File: src/rtl/stream_fifo_pkg.sv
// Shared types, constants and helpers for the stream_fifo_thresh FIFO.
package stream_fifo_pkg;

  typedef logic [31:0] stall_cnt_t;

  localparam stall_cnt_t STALL_CNT_MAX = 32'hFFFF_FFFF;

  // Pointer width for a given depth. Never narrower than one bit.
  function automatic int fifo_ptr_w(input int depth);
    return (depth <= 2) ? 1 : $clog2(depth);
  endfunction

endpackage

File: src/rtl/fifo_ptr_ctrl.sv
// Read/write pointers, usage counter and full/empty for stream_fifo_thresh.
// Pointers wrap explicitly at Depth-1, so non-power-of-two depths work.
module fifo_ptr_ctrl
  import stream_fifo_pkg::*;
#(
  parameter int Depth = 8,
  parameter int PtrW  = fifo_ptr_w(Depth),
  parameter int UsgW  = $clog2(Depth + 1)
) (
  input  logic            clk_i,
  input  logic            rst_ni,
  input  logic            flush_i,
  input  logic            push_i,
  input  logic            pop_i,
  output logic [PtrW-1:0] wr_ptr_o,
  output logic [PtrW-1:0] rd_ptr_o,
  output logic [UsgW-1:0] usage_o,
  output logic            full_o,
  output logic            empty_o
);

  logic [PtrW-1:0] r_wr_ptr, r_rd_ptr;
  logic [UsgW-1:0] r_usage;
  logic [PtrW-1:0] w_wr_nxt, w_rd_nxt;

  // Next pointer values with explicit wrap from Depth-1 to 0.
  always_comb begin
    w_wr_nxt = (r_wr_ptr == PtrW'(Depth - 1)) ? '0 : r_wr_ptr + 1'b1;
    w_rd_nxt = (r_rd_ptr == PtrW'(Depth - 1)) ? '0 : r_rd_ptr + 1'b1;
  end

  // Pointer and usage update; flush wins over any handshake.
  always_ff @(posedge clk_i or negedge rst_ni) begin
    if (!rst_ni) begin
      r_wr_ptr <= '0;
      r_rd_ptr <= '0;
      r_usage  <= '0;
    end else if (flush_i) begin
      r_wr_ptr <= '0;
      r_rd_ptr <= '0;
      r_usage  <= '0;
    end else begin
      if (push_i) r_wr_ptr <= w_wr_nxt;
      if (pop_i)  r_rd_ptr <= w_rd_nxt;
      case ({push_i, pop_i})
        2'b10:   r_usage <= r_usage + 1'b1;
        2'b01:   r_usage <= r_usage - 1'b1;
        default: r_usage <= r_usage;
      endcase
    end
  end

  assign wr_ptr_o = r_wr_ptr;
  assign rd_ptr_o = r_rd_ptr;
  assign usage_o  = r_usage;
  assign full_o   = (r_usage == UsgW'(Depth));
  assign empty_o  = (r_usage == '0);

endmodule

File: src/rtl/stream_fifo_thresh.sv
// Ready/valid FIFO with optional fall-through, fill level, almost-full /
// almost-empty thresholds and synchronous flush.
// Optional stall counters: define STREAM_FIFO_THRESH_STALL_CNT_EN.
module stream_fifo_thresh
  import stream_fifo_pkg::*;
#(
  parameter int DataWidth      = 32,
  parameter int Depth          = 8,
  parameter bit FallThrough    = 1'b0,
  parameter int AlmFullThresh  = 6,
  parameter int AlmEmptyThresh = 2
) (
  input  logic                       clk_i,
  input  logic                       rst_ni,
  input  logic                       flush_i,
  input  logic                       testmode_i,
  input  logic                       valid_i,
  output logic                       ready_o,
  input  logic [DataWidth-1:0]       data_i,
  output logic                       valid_o,
  input  logic                       ready_i,
  output logic [DataWidth-1:0]       data_o,
  output logic [$clog2(Depth+1)-1:0] usage_o,
  output logic                       alm_full_o,
  output logic                       alm_empty_o,
  output logic [31:0]                stall_in_cnt_o,
  output logic [31:0]                stall_out_cnt_o
);

  localparam int PtrW = fifo_ptr_w(Depth);
  localparam int UsgW = $clog2(Depth + 1);

  logic [DataWidth-1:0] r_mem [Depth];
  logic [PtrW-1:0]      w_wr_ptr, w_rd_ptr;
  logic [UsgW-1:0]      w_usage;
  logic                 w_full, w_empty;
  logic                 w_ft, w_push, w_pop;
  logic                 w_unused;

  // Clock-gate bypass hook only; nothing functional depends on it.
  assign w_unused = testmode_i;

  fifo_ptr_ctrl #(.Depth(Depth), .PtrW(PtrW), .UsgW(UsgW)) u_ptr_ctrl (
    .clk_i    (clk_i),
    .rst_ni   (rst_ni),
    .flush_i  (flush_i),
    .push_i   (w_push),
    .pop_i    (w_pop),
    .wr_ptr_o (w_wr_ptr),
    .rd_ptr_o (w_rd_ptr),
    .usage_o  (w_usage),
    .full_o   (w_full),
    .empty_o  (w_empty)
  );

  // Handshakes. A fall-through word that is consumed at once bypasses
  // storage; if the consumer stalls it is stored like any other push.
  always_comb begin
    w_ft    = FallThrough && w_empty && valid_i && !flush_i;
    ready_o = !w_full && !flush_i;
    valid_o = (!w_empty || w_ft) && !flush_i;
    data_o  = w_ft ? data_i : r_mem[w_rd_ptr];
    w_push  = valid_i && ready_o && !(w_ft && ready_i);
    w_pop   = valid_o && ready_i && !w_ft;
  end

  // Storage; contents survive a flush, only the pointers are cleared.
  always_ff @(posedge clk_i or negedge rst_ni) begin
    if (!rst_ni) begin
      for (int i = 0; i < Depth; i++) r_mem[i] <= '0;
    end else if (w_push) begin
      r_mem[w_wr_ptr] <= data_i;
    end
  end

  assign usage_o     = w_usage;
  assign alm_full_o  = (w_usage >= UsgW'(AlmFullThresh));
  assign alm_empty_o = (w_usage <= UsgW'(AlmEmptyThresh));

`ifdef STREAM_FIFO_THRESH_STALL_CNT_EN
  stall_cnt_t r_stall_in, r_stall_out;

  // Saturating stall counters, cleared by flush (no counting in that cycle).
  always_ff @(posedge clk_i or negedge rst_ni) begin
    if (!rst_ni) begin
      r_stall_in  <= '0;
      r_stall_out <= '0;
    end else if (flush_i) begin
      r_stall_in  <= '0;
      r_stall_out <= '0;
    end else begin
      if (valid_i && !ready_o && r_stall_in != STALL_CNT_MAX)
        r_stall_in <= r_stall_in + 1'b1;
      if (!valid_o && ready_i && r_stall_out != STALL_CNT_MAX)
        r_stall_out <= r_stall_out + 1'b1;
    end
  end

  assign stall_in_cnt_o  = r_stall_in;
  assign stall_out_cnt_o = r_stall_out;
`else
  assign stall_in_cnt_o  = '0;
  assign stall_out_cnt_o = '0;
`endif

endmodule

File: config.mk
export PLATFORM = sky130hd
export DESIGN_NAME = stream_fifo_thresh
export DESIGN_NICKNAME = d
export VERILOG_FILES = /design/src/rtl/stream_fifo_pkg.sv /design/src/rtl/fifo_ptr_ctrl.sv /design/src/rtl/stream_fifo_thresh.sv
export SDC_FILE = /design/constraint.sdc
export NUM_CORES = 1
export LEC_CHECK = 0
export ABC_AREA = 0
export CAP_MARGIN = 30
export CORE_AREA = 5 5 186 188
export CTS_CLUSTER_SIZE = 8
export DETAILED_ROUTE_END_ITERATION = 8
export DIE_AREA = 0 0 191 193
export GPL_TIMING_DRIVEN = 0
export PLACE_DENSITY_LB_ADDON = 0.25
export REMOVE_ABC_BUFFERS = 1
export SLEW_MARGIN = 20
export SYNTH_ARGS = -nofsm -noshare
export SYNTH_HDL_FRONTEND = slang
export SYNTH_SLANG_ARGS = --single-unit
File: constraint.sdc
create_clock -name clk_i -period 3.5 [get_ports clk_i]
set_input_delay 0.7 -clock clk_i [delete_from_list [all_inputs] [get_ports clk_i]]
set_output_delay 0.7 -clock clk_i [all_outputs]
set_load 0.03 [all_outputs]
==> reports/results.ini, run 1 <==
[status]
status=completed

[critical_path]
cpPeakStageDelay_ps=660
crit_fanout=45
cp_slowest_cell=clkdlybuf4s50_1
crit_chain=buf_16 -> mux4_2 -> mux2_2 -> clkdlybuf4s50_1
crit_type=register to primary output
crit_family=buffers and inverters
end_kind=primary output
cp_num_buf_inv=2
start_kind=register
worstPathArrival_ps=2700
cp.required_ps=2800

[drt]
drt_first_pass_iters=4
drc=0
final_antenna_net_count=0
wl_per_cell_um=20.13
wirelength_um=27360
via_count=6931
drt_first_iter_violations=271
viasPerCell=5.100

[yosys]
synth_xor_area_frac=0.002042
async_reset_ff_frac=1.000
synthesis.instances=814
synth-simple-area-share=0.03064
avgSynthCellArea_um2=15.80
yosys_register_bits=266
synth_area_um2=12860
synth_compound_area_frac=0.01352
synth_cell_types=46
seq_area_frac_synth=0.5174
synthMuxAreaShare=0.3658
synth_ff_type=dfrtp_1
ys_warn_count=0
synth_top_family_by_area=multiplexers
synthAdderAreaFrac=0.004863
synth-edff-count=0

[cts]
cts_hold_buf=0
htreeDepth=2
insertion_delay_ps=510
cts_root_buf=clkbuf_16
cts_buffers=39
path_clk_slew_ps=50
clock_path_buffers=3
cts_tree=yes
clock_sinks=266

[final_layout]
final_cells=1359
drive_above_1_share=0.4764
diodes=0
syn_to_final_growth_pct=17.01
final_nets=950

[power_and_ir_drop]
combinationalPowerShare=0.291
pwr-share-seq=0.400
power.switching_mw=3.100
switching_share=0.2969
p_int_mw=7.343
peakVddDrop_mv=0.3474
power.density_nw_per_um2=693.7
p_leak_nw=6.813
clock_power_share=0.309
total_power_mw=10.44

[floorplanning]
io_pins=142
die_height_um=193
num_rows=67
core_area_um2=32950
initial_core_util=0.3905
dieArea_um2=36860
die_w_um=191

[global_routing]
first_global_vias=7326
grt_pass1_wl_um=43030
groute.usage.overall=0.1498
grt_max_degree=96
antenna_found_initial=0
overflow=0

[sta]
rsz0062_at_grt=false
slew-limit-headroom=0.4716
fin_ws_ps=102.4
period_minus_slack_ps=3398
drv_slew=0
fin_crit_sh=0.9707
hold_violations=0
finalSetupViolations=0
finClkSkew_ps=11.90
worst_pin_slew_ps=792.6
max_freq_ghz=0.2943

[placed_design]
gp_congestion=0.7306
dp_slack_ps=-10.23
hpwl_um=16610
portBuffers=76
placedCellCount=1311

[job]
maxCapViolations=0

[worst_hold_path]
hp-class=input pin to async pin

[worst reg2reg max path, delay by kind of cell, from the launching register on]
family	cells	cell delay [ps]
flops	1	580
fa+ha+maj	1	270
compound gates	3	790
simple gates	3	1110
[layer usage]
metal  vias to the layer above  part of all wire  GRT usage
li1                       3080                 -          -
met1                      3672              0.49     0.2295
met2                       135              0.44     0.2229
met3                        44             0.040    0.02323
met4                         0             0.020    0.04171
met5                         -                 0          0
[worst paths after layout]
path | from | endpoint | slack, ps | depth (start not counted)
setup / recovery | u_ptr_ctrl.rd_ptr_o[1] | data_o[0] | 100 | 4
hold / removal | rst_ni | r_mem[81] | 160 | 1
setup reg to reg | u_ptr_ctrl.usage_o[1] | u_ptr_ctrl.usage_o[3] | 630 | 7
hold reg to reg | r_mem[213] | r_mem[213] | 490 | 1
max in group asynchronous | rst_ni | r_mem[182] | 1980 | 3
min in group clk_i | r_mem[213] | r_mem[213] | 490 | 1
[logic make-up (layout without fill, tap and decap cells)]
kind of cell | count (synthesis) | count (layout)
buf+inv | 117 | 151
mux | 353 | 353
other cells | 1 | 64
flops | 266 | 266
xor+xnor | 3 | 3
fa+ha+maj | 5 | 5
compound gates | 22 | 22
simple gates | 47 | 47
[cell type report]
class                      count  area (µm²)
clock inverter                 4       35.03
fill                        2928       17890
inverter                       3       11.26
tap                          448       560.5
sequential                   266        6668
timing repair buffer         103        1159
multi-input combinational    494        5637
clock buffer                  41       983.4
[flip-flops by register name, summed over array words and instances (netlist names)]
register,cells
r_mem,256
u_ptr_ctrl.usage_o,4
u_ptr_ctrl.rd_ptr_o,3
u_ptr_ctrl.wr_ptr_o,3
[metrics by stage]
stage	hold slack, ps	TNS (ps)	util	area [µm²]
after CTS	186.9	0	0.4569	15050
after global placement	471.8	-3020450	0.4126	13590
after detailed placement	481.0	-17.85	0.4258	14030
after global routing	214.9	0	0.4569	15050
after floorplan	404.4	-25920	-	12270
final	161.1	0	0.4569	15050
[layout by cell type, fill, tap and decap left out, types with 4 or more instances in the layout]
cell	Yosys	final
dlygate4sd2_1	0	19
clkdlybuf4s50_1	0	56
mux2_1	7	7
conb_1	1	64
a21oi_1	5	5
o21ai_0	8	8
mux4_2	64	64
buf_12	0	4
clkbuf_16	0	39
nand2_1	7	7
nor2_1	7	7
mux2_2	278	278
buf_6	13	13
ha_1	5	5
buf_16	0	5
nor3_1	5	5
dfrtp_1	266	263
[Yosys cell counts (5+ instances only)]
library cell / instances / area [µm²]
a21oi_1: 5 / 25.02
buf_4: 79 / 593.1
mux4_2: 64 / 1441
o21ai_0: 8 / 40.04
ha_1: 5 / 62.56
nor2_1: 7 / 26.28
nor3_1: 5 / 25.02
nand2_1: 7 / 26.28
mux2_2: 278 / 3131
dfrtp_1: 266 / 6656
buf_6: 13 / 146.4
clkbuf_1: 13 / 48.80
buf_2: 7 / 35.03
mux2_1: 7 / 78.83
[power groups by stage]
stage	Combinational (mW)	Sequential, mW	Clock, mW
floorplan	2.08	4.22	0
global placement	2.94	4.38	0
detailed placement	3.12	4.27	0
CTS	3.10	4.18	3.34
global route	3.27	4.25	3.46
finish	3.04	4.18	3.23
[what timing repair did]
| action | in CTS | in global routing |
|---|---|---|
| gates resized for setup | 19 | 0 |
| buffers inserted | 3 | 0 |
| endpoints found under the setup margin | 24 | 0 |
Power figures use the tool's default switching activity.
==> run 2, diff against run 1 <==
Settings changed: ABC_CLOCK_PERIOD_IN_PS set to 3500, CAP_MARGIN 30 to unset, RECOVER_POWER set to 50.
==> run 2 against run 1 <==
The run now ends with capacitance limit, slew limit left. Flip-flop and latch count stayed put. Wire length is 0.29% higher. Die area stayed put. Register-to-register slack worse by 60 ps. Non-clock buffer count stayed put. Critical path type unchanged. Critical endpoint unchanged. Highest routed layer unchanged.
==> reports/results.ini, run 2 (synthesis gave the netlist of run 1 again) <==
[global_routing]
grt_max_degree=96
grt_pass1_wl_um=43280
overflow=0
antenna_found_initial=0
first_global_vias=7309
groute.usage.overall=0.1503

[drt]
via_count=6958
final_antenna_net_count=0
wirelength_um=27440
drc=0
wl_per_cell_um=20.19
drt_first_iter_violations=264
drt_first_pass_iters=6
viasPerCell=5.120

[cts]
clock_sinks=266
clock_path_buffers=3
htreeDepth=2
cts_hold_buf=0
cts_buffers=39
cts_root_buf=clkbuf_16
cts_tree=yes
path_clk_slew_ps=50
insertion_delay_ps=510

[sta]
period_minus_slack_ps=3417
rsz0062_at_grt=false
slew-limit-headroom=-0.3826
drv_slew=79
worst_pin_slew_ps=2074
hold_violations=0
max_freq_ghz=0.2926
finClkSkew_ps=11.56
fin_crit_sh=0.9763
finalSetupViolations=0

[power_and_ir_drop]
power.switching_mw=3.099
pwr-share-seq=0.399
p_int_mw=7.376
switching_share=0.2959
peakVddDrop_mv=0.3358
p_leak_nw=6.809
power.density_nw_per_um2=698.0
clock_power_share=0.313
combinationalPowerShare=0.288

[status]
status=finished with violations
violations=capacitance limit, slew limit

[critical_path]
crit_type=register to primary output
cp_slowest_cell=clkdlybuf4s50_1
reg2reg_slack_ps=570
reg2reg_depth=6
cp_num_buf_inv=2
crit_chain=buf_16 -> mux4_2 -> mux2_2 -> clkdlybuf4s50_1
cp.required_ps=2800
worstReg2RegEnd=r_mem[60]
end_kind=primary output
crit_fanout=45
worstPathArrival_ps=2720
reg2reg_from=u_ptr_ctrl.usage_o[1]
crit_family=buffers and inverters
cpPeakStageDelay_ps=670
start_kind=register
cp-startpoint=u_ptr_ctrl.rd_ptr_o[1]

[floorplanning]
die_height_um=193
die_w_um=191
num_rows=67
io_pins=142
core_area_um2=32950
initial_core_util=0.3905
dieArea_um2=36860

[final_layout]
diodes=0
final_nets=950
syn_to_final_growth_pct=16.66
final_cell_mix=mux2_2, dfrtp_1, mux4_2, conb_1, clkdlybuf4s50_1
regMostFlops=r_mem
fillers=2955
final_cells=1359
largest_register_ffs=256
drive_above_1_share=0.4720
layout_commonest_cell=mux2_2
final_cell_area_um2=15010

[worst_hold_path]
whs_path_depth=1
holdPathEnd=r_mem[213]
worstHoldStart=r_mem[213]
hp-class=register to register

[job]
maxCapViolations=1

[placed_design]
gp_congestion=0.7306
portBuffers=76
hpwl_um=16630
dpl_cell_area_um2=14030
placedCellCount=1311

-- run 2: through the flow --
stage | hold slack, ps | setup TNS, ps | power (mW) | util | setup slack, ps
2_1_floorplan | 404.4 | -25920 | 6.300 | - | -807.5
3_3_place_gp | 471.8 | -3020450 | 7.314 | 0.4126 | -10120
3_5_place_dp | 479.7 | -11.31 | 7.384 | 0.4258 | -8.961
4_1_cts | 197.3 | 0 | 10.67 | 0.4576 | 63.50
5_1_grt | 504.4 | 0 | 11.02 | 0.4555 | 22.47
6_report | 492.7 | 0 | 10.48 | 0.4555 | 82.87
-- run 2: worst reg2reg max path, cell delays in order (launching register included) --
cell and delay [ps]:
dfrtp_1 690, or4b_1 340, nand2_1 250, nor3_1 480, clkbuf_2 490, buf_16 210
mux2_2 340
-- run 2: worst max path at each step --
stage / depth (start not counted) / endpoint / slack, ps
floorplan: 2 / data_o[0] / -810
global placement: 1 / r_mem[162] / -10120
detailed placement: 5 / r_mem[213] / -9
CTS: 4 / data_o[0] / 60
global route: 5 / data_o[18] / 20
finish: 4 / data_o[0] / 80
-- run 2: repair_timing --
action | CTS | global route
gates resized for setup | 20 | 0
buffers inserted | 3 | 0
hold endpoints to repair | 0 | 0
setup endpoints to repair | 24 | 0
-- run 2: layer usage --
metal  vias up  global-route usage  part of all wire  routed length (µm)
li1       3087                   -                 -                   -
met2       136              0.2237              0.45               12260
met4         0             0.03867             0.019                 527
met5         -                   0                 0                   0
met1      3693              0.2282              0.49               13460
met3        42             0.02809             0.044                1198
-- run 2: layout make-up --
class,instances,area (µm²),share of cell area
Clock buffer,42,1008,0.06720
Clock inverter,3,33.78,0.002251
Inverter,3,11.26,0.0007503
Multi-Input combinational cell,494,5595,0.3728
Sequential cell,266,6668,0.4443
Tap cell,448,560.5,0.03735
Timing Repair Buffer,103,1131,0.07536
-- run 2: power groups by stage --
stage	registers (mW)	clock network [mW]	logic [mW]
after floorplan	4.22	0	2.08
final	4.18	3.28	3.02
after CTS	4.18	3.40	3.10
after detailed placement	4.27	0	3.12
after global placement	4.38	0	2.94
after global routing	4.25	3.51	3.26
